### config.mk
export PLATFORM = sky130hd
export DESIGN_NAME = move_flipper
export DESIGN_NICKNAME = d
export VERILOG_FILES = /design/src/rtl/move_flipper.sv
export SDC_FILE = /design/constraint.sdc
export NUM_CORES = 1
export LEC_CHECK = 0
export ABC_AREA = 0
export BUFFER_PORTS_ARGS = -buffer_cell sky130_fd_sc_hd__clkbuf_2
export CORE_UTILIZATION = 50
export DETAILED_ROUTE_END_ITERATION = 10
export GPL_ROUTABILITY_DRIVEN = 1
export PLACE_DENSITY = 0.71
export SKIP_LAST_GASP = 1
export SYNTH_ARGS = -nofsm -noshare
export SYNTH_HDL_FRONTEND = slang
export SYNTH_SLANG_ARGS = --single-unit
### constraint.sdc
create_clock -name clk -period 3.3 [get_ports clk]
set_input_delay 0.66 -clock clk [delete_from_list [all_inputs] [get_ports clk]]
set_output_delay 0.66 -clock clk [all_outputs]
set_load 0.02 [all_outputs]
### src/rtl/move_flipper.sv
// move_flipper: places a piece, scans all eight directions for captures and
// flips them through the board RAM, then pulses next_turn or illegal.
module move_flipper #(
  parameter int DIM_BITS = 3,
  parameter int COUNT_W  = 6
) (
  input  logic                  clk,
  input  logic                  resetn,
  input  logic                  start,
  input  logic [DIM_BITS-1:0]   move_x,
  input  logic [DIM_BITS-1:0]   move_y,
  input  logic                  colour,
  output logic [2*DIM_BITS-1:0] rd_addr,
  input  logic [1:0]            rd_data,
  output logic                  wr_en,
  output logic [2*DIM_BITS-1:0] wr_addr,
  output logic [1:0]            wr_data,
  output logic                  busy,
  output logic                  next_turn,
  output logic                  illegal,
  output logic [COUNT_W-1:0]    flip_count
);
  localparam int PW = DIM_BITS + 1;
  typedef enum logic [3:0] {
    S_IDLE, S_CHK_CELL, S_CHK_WAIT, S_SCAN, S_SCAN_WAIT,
    S_FLIP, S_NEXT_DIR, S_PLACE, S_DONE, S_ILLEGAL
  } state_t;
  state_t                r_state, w_next;
  logic [DIM_BITS-1:0]   r_x, r_y, r_cx, r_cy, w_bx, w_by;
  logic                  r_col;
  logic [2:0]            r_dir, r_run;
  logic [COUNT_W-1:0]    r_total, r_flip_count;
  logic [1:0]            r_wr_data;
  logic [PW-1:0]         w_dx, w_dy, w_nx, w_ny;
  logic                  w_off, w_own;
  // Direction 0 is north (dy=-1), then clockwise; '1 is -1 in PW bits.
  assign w_dx  = (r_dir inside {3'd1, 3'd2, 3'd3}) ? PW'(1) :
                 (r_dir inside {3'd5, 3'd6, 3'd7}) ? '1 : '0;
  assign w_dy  = (r_dir inside {3'd3, 3'd4, 3'd5}) ? PW'(1) :
                 (r_dir inside {3'd7, 3'd0, 3'd1}) ? '1 : '0;
  assign w_nx  = {1'b0, r_cx} + w_dx;
  assign w_ny  = {1'b0, r_cy} + w_dy;
  assign w_off = w_nx[DIM_BITS] | w_ny[DIM_BITS];
  assign w_bx  = r_cx - w_dx[DIM_BITS-1:0];
  assign w_by  = r_cy - w_dy[DIM_BITS-1:0];
  assign w_own = rd_data[0] == r_col;
  always_ff @(posedge clk or posedge resetn)
    if (resetn) r_state <= S_IDLE;
    else        r_state <= w_next;
  always_comb begin
    w_next = r_state;
    case (r_state)
      S_IDLE:      w_next = start ? S_CHK_CELL : S_IDLE;
      S_CHK_CELL:  w_next = S_CHK_WAIT;
      S_CHK_WAIT:  w_next = rd_data[1] ? S_ILLEGAL : S_SCAN;
      S_SCAN:      w_next = w_off ? S_NEXT_DIR : S_SCAN_WAIT;
      S_SCAN_WAIT: w_next = !rd_data[1] ? S_NEXT_DIR : !w_own ? S_SCAN :
                            (r_run == 3'd0) ? S_NEXT_DIR : S_FLIP;
      S_FLIP:      w_next = (r_run == 3'd1) ? S_NEXT_DIR : S_FLIP;
      S_NEXT_DIR:  w_next = (r_dir != 3'd7) ? S_SCAN :
                            (r_total != '0) ? S_PLACE : S_ILLEGAL;
      S_PLACE:     w_next = S_DONE;
      default:     w_next = S_IDLE;
    endcase
  end
  always_ff @(posedge clk or posedge resetn)
    if (resetn) begin
      r_x          <= '0;
      r_y          <= '0;
      r_cx         <= '0;
      r_cy         <= '0;
      r_col        <= 1'b0;
      r_dir        <= '0;
      r_run        <= '0;
      r_total      <= '0;
      r_flip_count <= '0;
      r_wr_data    <= '0;
    end else begin
      case (r_state)
        S_IDLE: if (start) begin
          r_x       <= move_x;
          r_y       <= move_y;
          r_cx      <= move_x;
          r_cy      <= move_y;
          r_col     <= colour;
          r_wr_data <= {1'b1, colour};
          r_total   <= '0;
        end
        S_CHK_WAIT: begin
          r_dir <= '0;
          r_run <= '0;
        end
        S_SCAN: if (!w_off) begin
          r_cx <= w_nx[DIM_BITS-1:0];
          r_cy <= w_ny[DIM_BITS-1:0];
        end
        S_SCAN_WAIT:
          if (rd_data[1] && !w_own) r_run <= r_run + 3'd1;
          else if (rd_data[1] && r_run != 3'd0) r_total <= r_total + COUNT_W'(r_run);
        S_FLIP: begin
          r_cx  <= w_bx;
          r_cy  <= w_by;
          r_run <= r_run - 3'd1;
        end
        S_NEXT_DIR: begin
          r_dir <= r_dir + 3'd1;
          r_cx  <= r_x;
          r_cy  <= r_y;
          r_run <= '0;
        end
        S_DONE: r_flip_count <= r_total;
        default: ;
      endcase
    end
  // The scan read address is driven combinationally so data returns in SCAN_WAIT.
  assign rd_addr    = (r_state == S_SCAN && !w_off) ? {w_ny[DIM_BITS-1:0], w_nx[DIM_BITS-1:0]}
                                                    : {r_cy, r_cx};
  assign wr_en      = (r_state == S_FLIP) || (r_state == S_PLACE);
  assign wr_addr    = (r_state == S_FLIP) ? {w_by, w_bx} : (r_state == S_PLACE) ? {r_y, r_x} : '0;
  assign wr_data    = r_wr_data;
  assign busy       = !(r_state inside {S_IDLE, S_DONE, S_ILLEGAL});
  assign next_turn  = r_state == S_DONE;
  assign illegal    = r_state == S_ILLEGAL;
  assign flip_count = r_flip_count;
endmodule

======== Word level (Yosys, flattened, before mapping) ========
Index checks and enable logic that the tools add are counted.
word-level totals
  register bits after elaboration ......... 37
  input bits .............................. 12
  output and inout bits ................... 24
  logic and storage cells ................. 100
operators by class
  add/sub/neg operators ................... 8
  equal/unequal tests ..................... 24
  multiplexer cells ....................... 30
  bitwise logic cells ..................... 1
  reduce and logical (&&, ||, !) cells .... 26
operators by type and width
  cell                                                  number
  two-way mux 6 bit                                     6
  one-hot mux 4 bit (8 select lines)                    1
  two-way mux 4 bit                                     7
  one-hot mux 3 bit (4 select lines)                    2
  two-way mux 3 bit                                     7
  nonzero test 3 bit                                    7
  equality test 4 x 3 -> 1 bit (second input constant)  4
  equality test 3 bit (second input constant)           4
  one-hot mux 6 bit (2 select lines)                    1
  inequality test 2 bit (second input constant)         5
  one-hot mux 3 bit (3 select lines)                    1
  adder 3 x 4 -> 4 bit                                  2
  equality test 4 x 2 -> 1 bit (second input constant)  2
  equality test 4 bit (second input constant)           2
  adder 3 x 1 -> 3 bit (second input constant)          2
  adder 6 x 3 -> 6 bit                                  1
  equality test 3 x 1 -> 1 bit (second input constant)  2
  equality test 3 x 2 -> 1 bit (second input constant)  2
  logical NOT 3 bit                                     2
  two-way mux 2 bit                                     3
  one-hot mux 3 bit (2 select lines)                    1
  nonzero test 6 bit                                    1
  subtractor 3 bit                                      2
  equality test 4 x 1 -> 1 bit (second input constant)  1
  15 further kinds                                      21

======== Depth between registers and ports, before layout ========
  depth after elaboration ................. 9
  depth in mapped cells ................... 12
  depth with buffers taken out ............ 12

======== Least setup slack after synthesis ========
OpenSTA, ideal clock, no wires.
  kind .................................... register to output
  start ................................... register r_dir[0]
  end ..................................... output port rd_addr[0]
  arrival ................................. 2.533 ns
  required time ........................... 2.640 ns
  slack ................................... 0.107 ns
  stages on the path, launching flop included .. 10
  path buffers ............................ 0
  cells stage by stage .................... dfrtp_1 > inv_1 > ha_1 > o32a_4 > ha_1 > nor2b_1 > or3_1 > mux2i_4 > nor3_4 > a21oi_1
between the ends
  word-level cells in the longest chain between the ends .. 9
  elaborated cells on any way between the ends .. 22
  classes of those cells .................. add/sub (2); eq/ne (7); mux (5); bitwise (1); reduce/logical (7)
RTL lines
  what                                               line    source
  from (decl)                                        31      logic [2:0] r_dir, r_run;
  from (signal assigned)                             106     r_dir <= r_dir + 3'd1;
  equality test 3 bit, or another cell as far along  38, 39
  nonzero test 3 bit, on equally long branches       38, 40
  two-way mux 4 bit, on equally long branches        38, 40
  two-way mux 4 bit, on equally long branches        37, 39
  adder 3 x 4 -> 4 bit, on equally long branches     41, 42
  bitwise OR 1 bit                                   43      assign w_off = w_nx[DIM_BITS] | w_ny[DIM_BITS];
  logical NOT 1 bit                                  116     assign rd_addr = (r_state == S_SCAN && !w_off) ? {w_ny[DIM_BITS-1:0], w_nx[DIM_BITS-1:0]}
  logical AND 1 bit                                  116
  two-way mux 6 bit *                                116
  to (decl)                                          13      output logic [2*DIM_BITS-1:0] rd_addr,
Every way passes the cells marked *; elsewhere a longest branch is shown, timed or not.

======== Final worst setup path ========
  start ................................... register r_dir[1]
  end ..................................... output port rd_addr[5]
Same word-level chain as after synthesis.

==> results_tabular.tex <==
\begin{tabular}{lr}
\hline
Metric & Value \\
\hline
\multicolumn{2}{l}{\textbf{Clock tree}} \\
\quad Count of hold-fix buffers inserted at cts & 0 \\
\quad Buffer levels on the longest clock path & 2 \\
\quad Clk slew on worst S/H paths & 0.07 ns \\
\quad Number of H-tree levels & 2 \\
\quad Number of buffers created by CTS & 5 \\
\quad Clock tree root driver cell & sky130\_fd\_sc\_hd\_\_clkbuf\_8 \\
\quad Clk sink count & 36 \\
\quad Clock insertion delay at the later pin of the skew report & 0.29 ns \\
\quad CTS tree & yes \\
\multicolumn{2}{l}{\textbf{Global routing}} \\
\quad Global-route usage over all layers & 25.3\% \\
\quad Initial antenna violation count & 0 \\
\quad Grt ovf & 0 \\
\quad First-pass GRT wire length & 10500 µm \\
\quad Number of global-route vias before repair & 2139 \\
\quad Maximum number of pins on one net before global-route repair & 37 \\
\multicolumn{2}{l}{\textbf{Yosys}} \\
\quad Mapped Area & 2690 µm² \\
\quad EDFF count, synth & 0 \\
\quad Synth top area share & 33.5\% \\
\quad Fraction of registers with async set/reset & 100\% \\
\quad Dominant register cell in the synthesized netlist & sky130\_fd\_sc\_hd\_\_dfrtp\_1 \\
\quad Sequential share of the synthesized area & 33.5\% \\
\quad Top post-synthesis cells by area & sky130\_fd\_sc\_hd\_\_dfrtp\_1 33\%, sky130\_fd\_sc\_hd\_\_ha\_1 11\%, sky130\_fd\_sc\_hd\_\_mux2\_2 6.3\% \\
\quad Mapped Nets & 331 \\
\quad Number of flip-flops and latches in the synthesized netlist & 36 \\
\quad Cells after synthesis & 293 \\
\quad Synthesis warning total & 0 \\
\quad Distinct cells, synth & 57 \\
\quad Largest area contributor in the netlist & sky130\_fd\_sc\_hd\_\_dfrtp\_1 \\
\quad Mean area per synthesized cell & 9.19 µm² \\
\multicolumn{2}{l}{\textbf{Die}} \\
\quad Initial Utilization & 52.4\% \\
\quad Floorplan core area & 5140 µm² \\
\quad DIE AREA & 5680 µm² \\
\quad Die outline width & 75.4 µm \\
\quad Top Ports & 36 \\
\quad Std cell rows & 26 \\
\quad Y dimension of the die & 75.4 µm \\
\multicolumn{2}{l}{\textbf{STA}} \\
\quad Fraction of the cycle the final worst path needs & 106\% \\
\quad Final number of hold-violating endpoints & 0 \\
\quad Upper clock frequency limit & 286 MHz \\
\quad Max\_slew headroom & 65.7\% \\
\quad Final Max Slew Viols & 0 \\
\quad Finish-stage setup viols & 6 \\
\quad Post-Route Setup TNS & -0.980 ns \\
\quad Actual transition at the worst max-transition pin & 0.514 ns \\
\quad Unrepaired setup endpoints after global routing & true \\
\quad Worst Skew & 0.00637 ns \\
\quad Final period demand of the worst path & 3.49 ns \\
\quad Worst path setup slack after routing & -0.191 ns \\
\multicolumn{2}{l}{\textbf{Pwr}} \\
\quad Power per cell area & 890 nW/µm² \\
\quad Maximum VDD drop & 0.481 mV \\
\quad Total leakage power & 0.00149 µW \\
\quad Power, Total & 2940 µW \\
\multicolumn{2}{l}{\textbf{Layout}} \\
\quad Fraction of final layout cells with drive strength greater than 1 & 32.5\% \\
\quad Number of diodes & 0 \\
\quad Count of placed standard cells in the final layout, fillers left out & 415 \\
\quad Fill cell total of the finished layout & 437 \\
\quad Leading cell type in the layout, fill and taps excluded & sky130\_fd\_sc\_hd\_\_dfrtp\_1 \\
\quad Total number of nets in the final design & 383 \\
\quad Most frequent cells in the layout & 35 x sky130\_fd\_sc\_hd\_\_dfrtp\_1, 30 x sky130\_fd\_sc\_hd\_\_nand2\_1, 28 x sky130\_fd\_sc\_hd\_\_clkbuf\_2 \\
\quad Finished layout cell area & 3300 µm² \\
\quad Synth-to-layout area growth & 22.7\% \\
\multicolumn{2}{l}{\textbf{Job}} \\
\quad Maximum capacitance violations & 0 \\
\multicolumn{2}{l}{\textbf{Outcome}} \\
\quad Violations in the final reports & setup timing \\
\quad Status & complete, but fails checks \\
\multicolumn{2}{l}{\textbf{Placed design}} \\
\quad DPL Wire Length & 4810 µm \\
\quad Number of cells after detailed placement & 398 \\
\quad Quantity of I/O buffers inserted on ports & 35 \\
\quad DP Area & 2980 µm² \\
\quad Routability congestion estimate from global placement & 0.952 \\
\multicolumn{2}{l}{\textbf{Drt}} \\
\quad Total DRC errors in the routed layout & 0 \\
\quad DRT Pass-1 Iters & 4 \\
\quad Wirelength, routed & 6840 µm \\
\quad Total via count in the routed design & 2346 \\
\quad DRC violation total after the first TritonRoute iteration & 146 \\
\quad Routed wirelength normalized by instance count & 16.5 µm \\
\quad Post-DR vias/cell & 5.65 \\
\quad Number of routed nets with antenna violations & 0 \\
\multicolumn{2}{l}{\textbf{Worst setup path}} \\
\quad CP Max Fanout & 4 \\
\quad Data required time of the worst path & 2.64 ns \\
\quad Arrival time worst endpoint & 2.83 ns \\
\quad Endpoint class of the critical path & output port \\
\quad Critical Path Start Type & flip-flop \\
\quad Critical path start-end classification & reg2out \\
\multicolumn{2}{l}{\textbf{Hold path}} \\
\quad Worst min-delay path class & in2async \\
\hline
\end{tabular}
==> worst max-delay path, stage by stage (launching register included) <==
cell and delay (ns):
sky130_fd_sc_hd__dfrtp_1 0.43, sky130_fd_sc_hd__buf_6 0.15, sky130_fd_sc_hd__ha_2 0.18, sky130_fd_sc_hd__o31ai_4 0.29, sky130_fd_sc_hd__ha_4 0.26, sky130_fd_sc_hd__nor2b_4 0.11, sky130_fd_sc_hd__nor4_1 0.05, sky130_fd_sc_hd__a31o_2 0.27
sky130_fd_sc_hd__buf_4 0.16, sky130_fd_sc_hd__nor4_4 0.27, sky130_fd_sc_hd__xor2_1 0.20, sky130_fd_sc_hd__buf_4 0.17
==> synth_stat cells, drive strengths merged, types with 2 or more instances <==
| master | number |
|---|---|
| a21o | 2 |
| a21oi | 18 |
| a221oi | 2 |
| a22o | 2 |
| a22oi | 5 |
| a31oi | 2 |
| a32o | 2 |
| and2 | 2 |
| buf | 8 |
| clkbuf | 4 |
| dfrtp | 36 |
| fa | 3 |
| ha | 23 |
| inv | 17 |
| mux2 | 15 |
| mux2i | 3 |
| nand2 | 31 |
| nand2b | 9 |
| nand3 | 3 |
| nor2 | 26 |
| nor2b | 5 |
| nor3 | 10 |
| nor4 | 5 |
| o211ai | 2 |
| o21ai | 18 |
| o22ai | 2 |
| o31ai | 3 |
| or2 | 4 |
| or3 | 5 |
| or4 | 2 |
| xnor2 | 8 |
| xor2 | 4 |
==> through the flow <==
step                      hold slack [ns]  worst slack [ns]  utilization, %
after floorplan                     0.489             0.107               -
after global placement              0.453            0.0556            58.0
after detailed placement            0.453           -0.0705            58.0
after CTS                           0.470            -0.216            62.5
after global routing                0.491            -0.284            64.3
final                               0.451            -0.191            64.3
==> cell families after synthesis <==
group,share of synthesized area (%)
mux,7.86
flops,33.5
xor+xnor,3.91
buf+inv,4.65
fa+ha+maj,12.9
simple gates,20.4
compound gates,16.8
==> routing by layer <==
metal	up-vias	wire, µm	GRT usage [%]
met3	13	297	3.84
met1	1136	3200	37.4
met4	0	118	8.64
li1	1128	-	-
met2	69	3220	38.0
met5	-	0	0
==> where the power goes <==
| group | switching, µW | internal [µW] |
|---|---|---|
| logic | 984 | 845 |
| clock network | 156 | 143 |
| registers | 228 | 582 |
==> what timing repair did <==
action	CTS	global route
pin swaps	8	9
endpoints found under the setup margin	7	7
gates resized for setup	23	21
buffers inserted	7	3
==> registers in the layout (all words and copies together) (netlist names) <==
register    cells
r_total         6
r_state         4
flip_count      6
r_cx            3
r_x             3
r_dir           3
r_run           3
r_y             3
wr_data         2
r_cy            3
==> path summary, 6_finish.rpt <==
path	from	end	slack (ns)	cells after the start
max	r_dir[1]	rd_addr[5]	-0.19	11
min	resetn	wr_data[1]	0.45	3
max reg2reg	r_dir[0]	r_cx[2]	0.41	13
min reg2reg	wr_data[1]	wr_data[1]	0.47	1
max in group asynchronous	resetn	r_dir[0]	2.50	3
min in group clk	wr_data[1]	wr_data[1]	0.47	1
==> cell type report <==
| class | count | area (µm²) | area share [%] |
|---|---|---|---|
| clock inverters | 1 | 5.00 | 0.152 |
| clock buffers | 6 | 72.6 | 2.20 |
| well taps | 70 | 87.6 | 2.65 |
| inverters | 17 | 66.3 | 2.01 |
| flip-flops and latches | 36 | 902 | 27.3 |
| repair buffers | 57 | 387 | 11.7 |
| multi-input cells | 228 | 1780 | 54.0 |
Power figures use the tool's default switching activity.
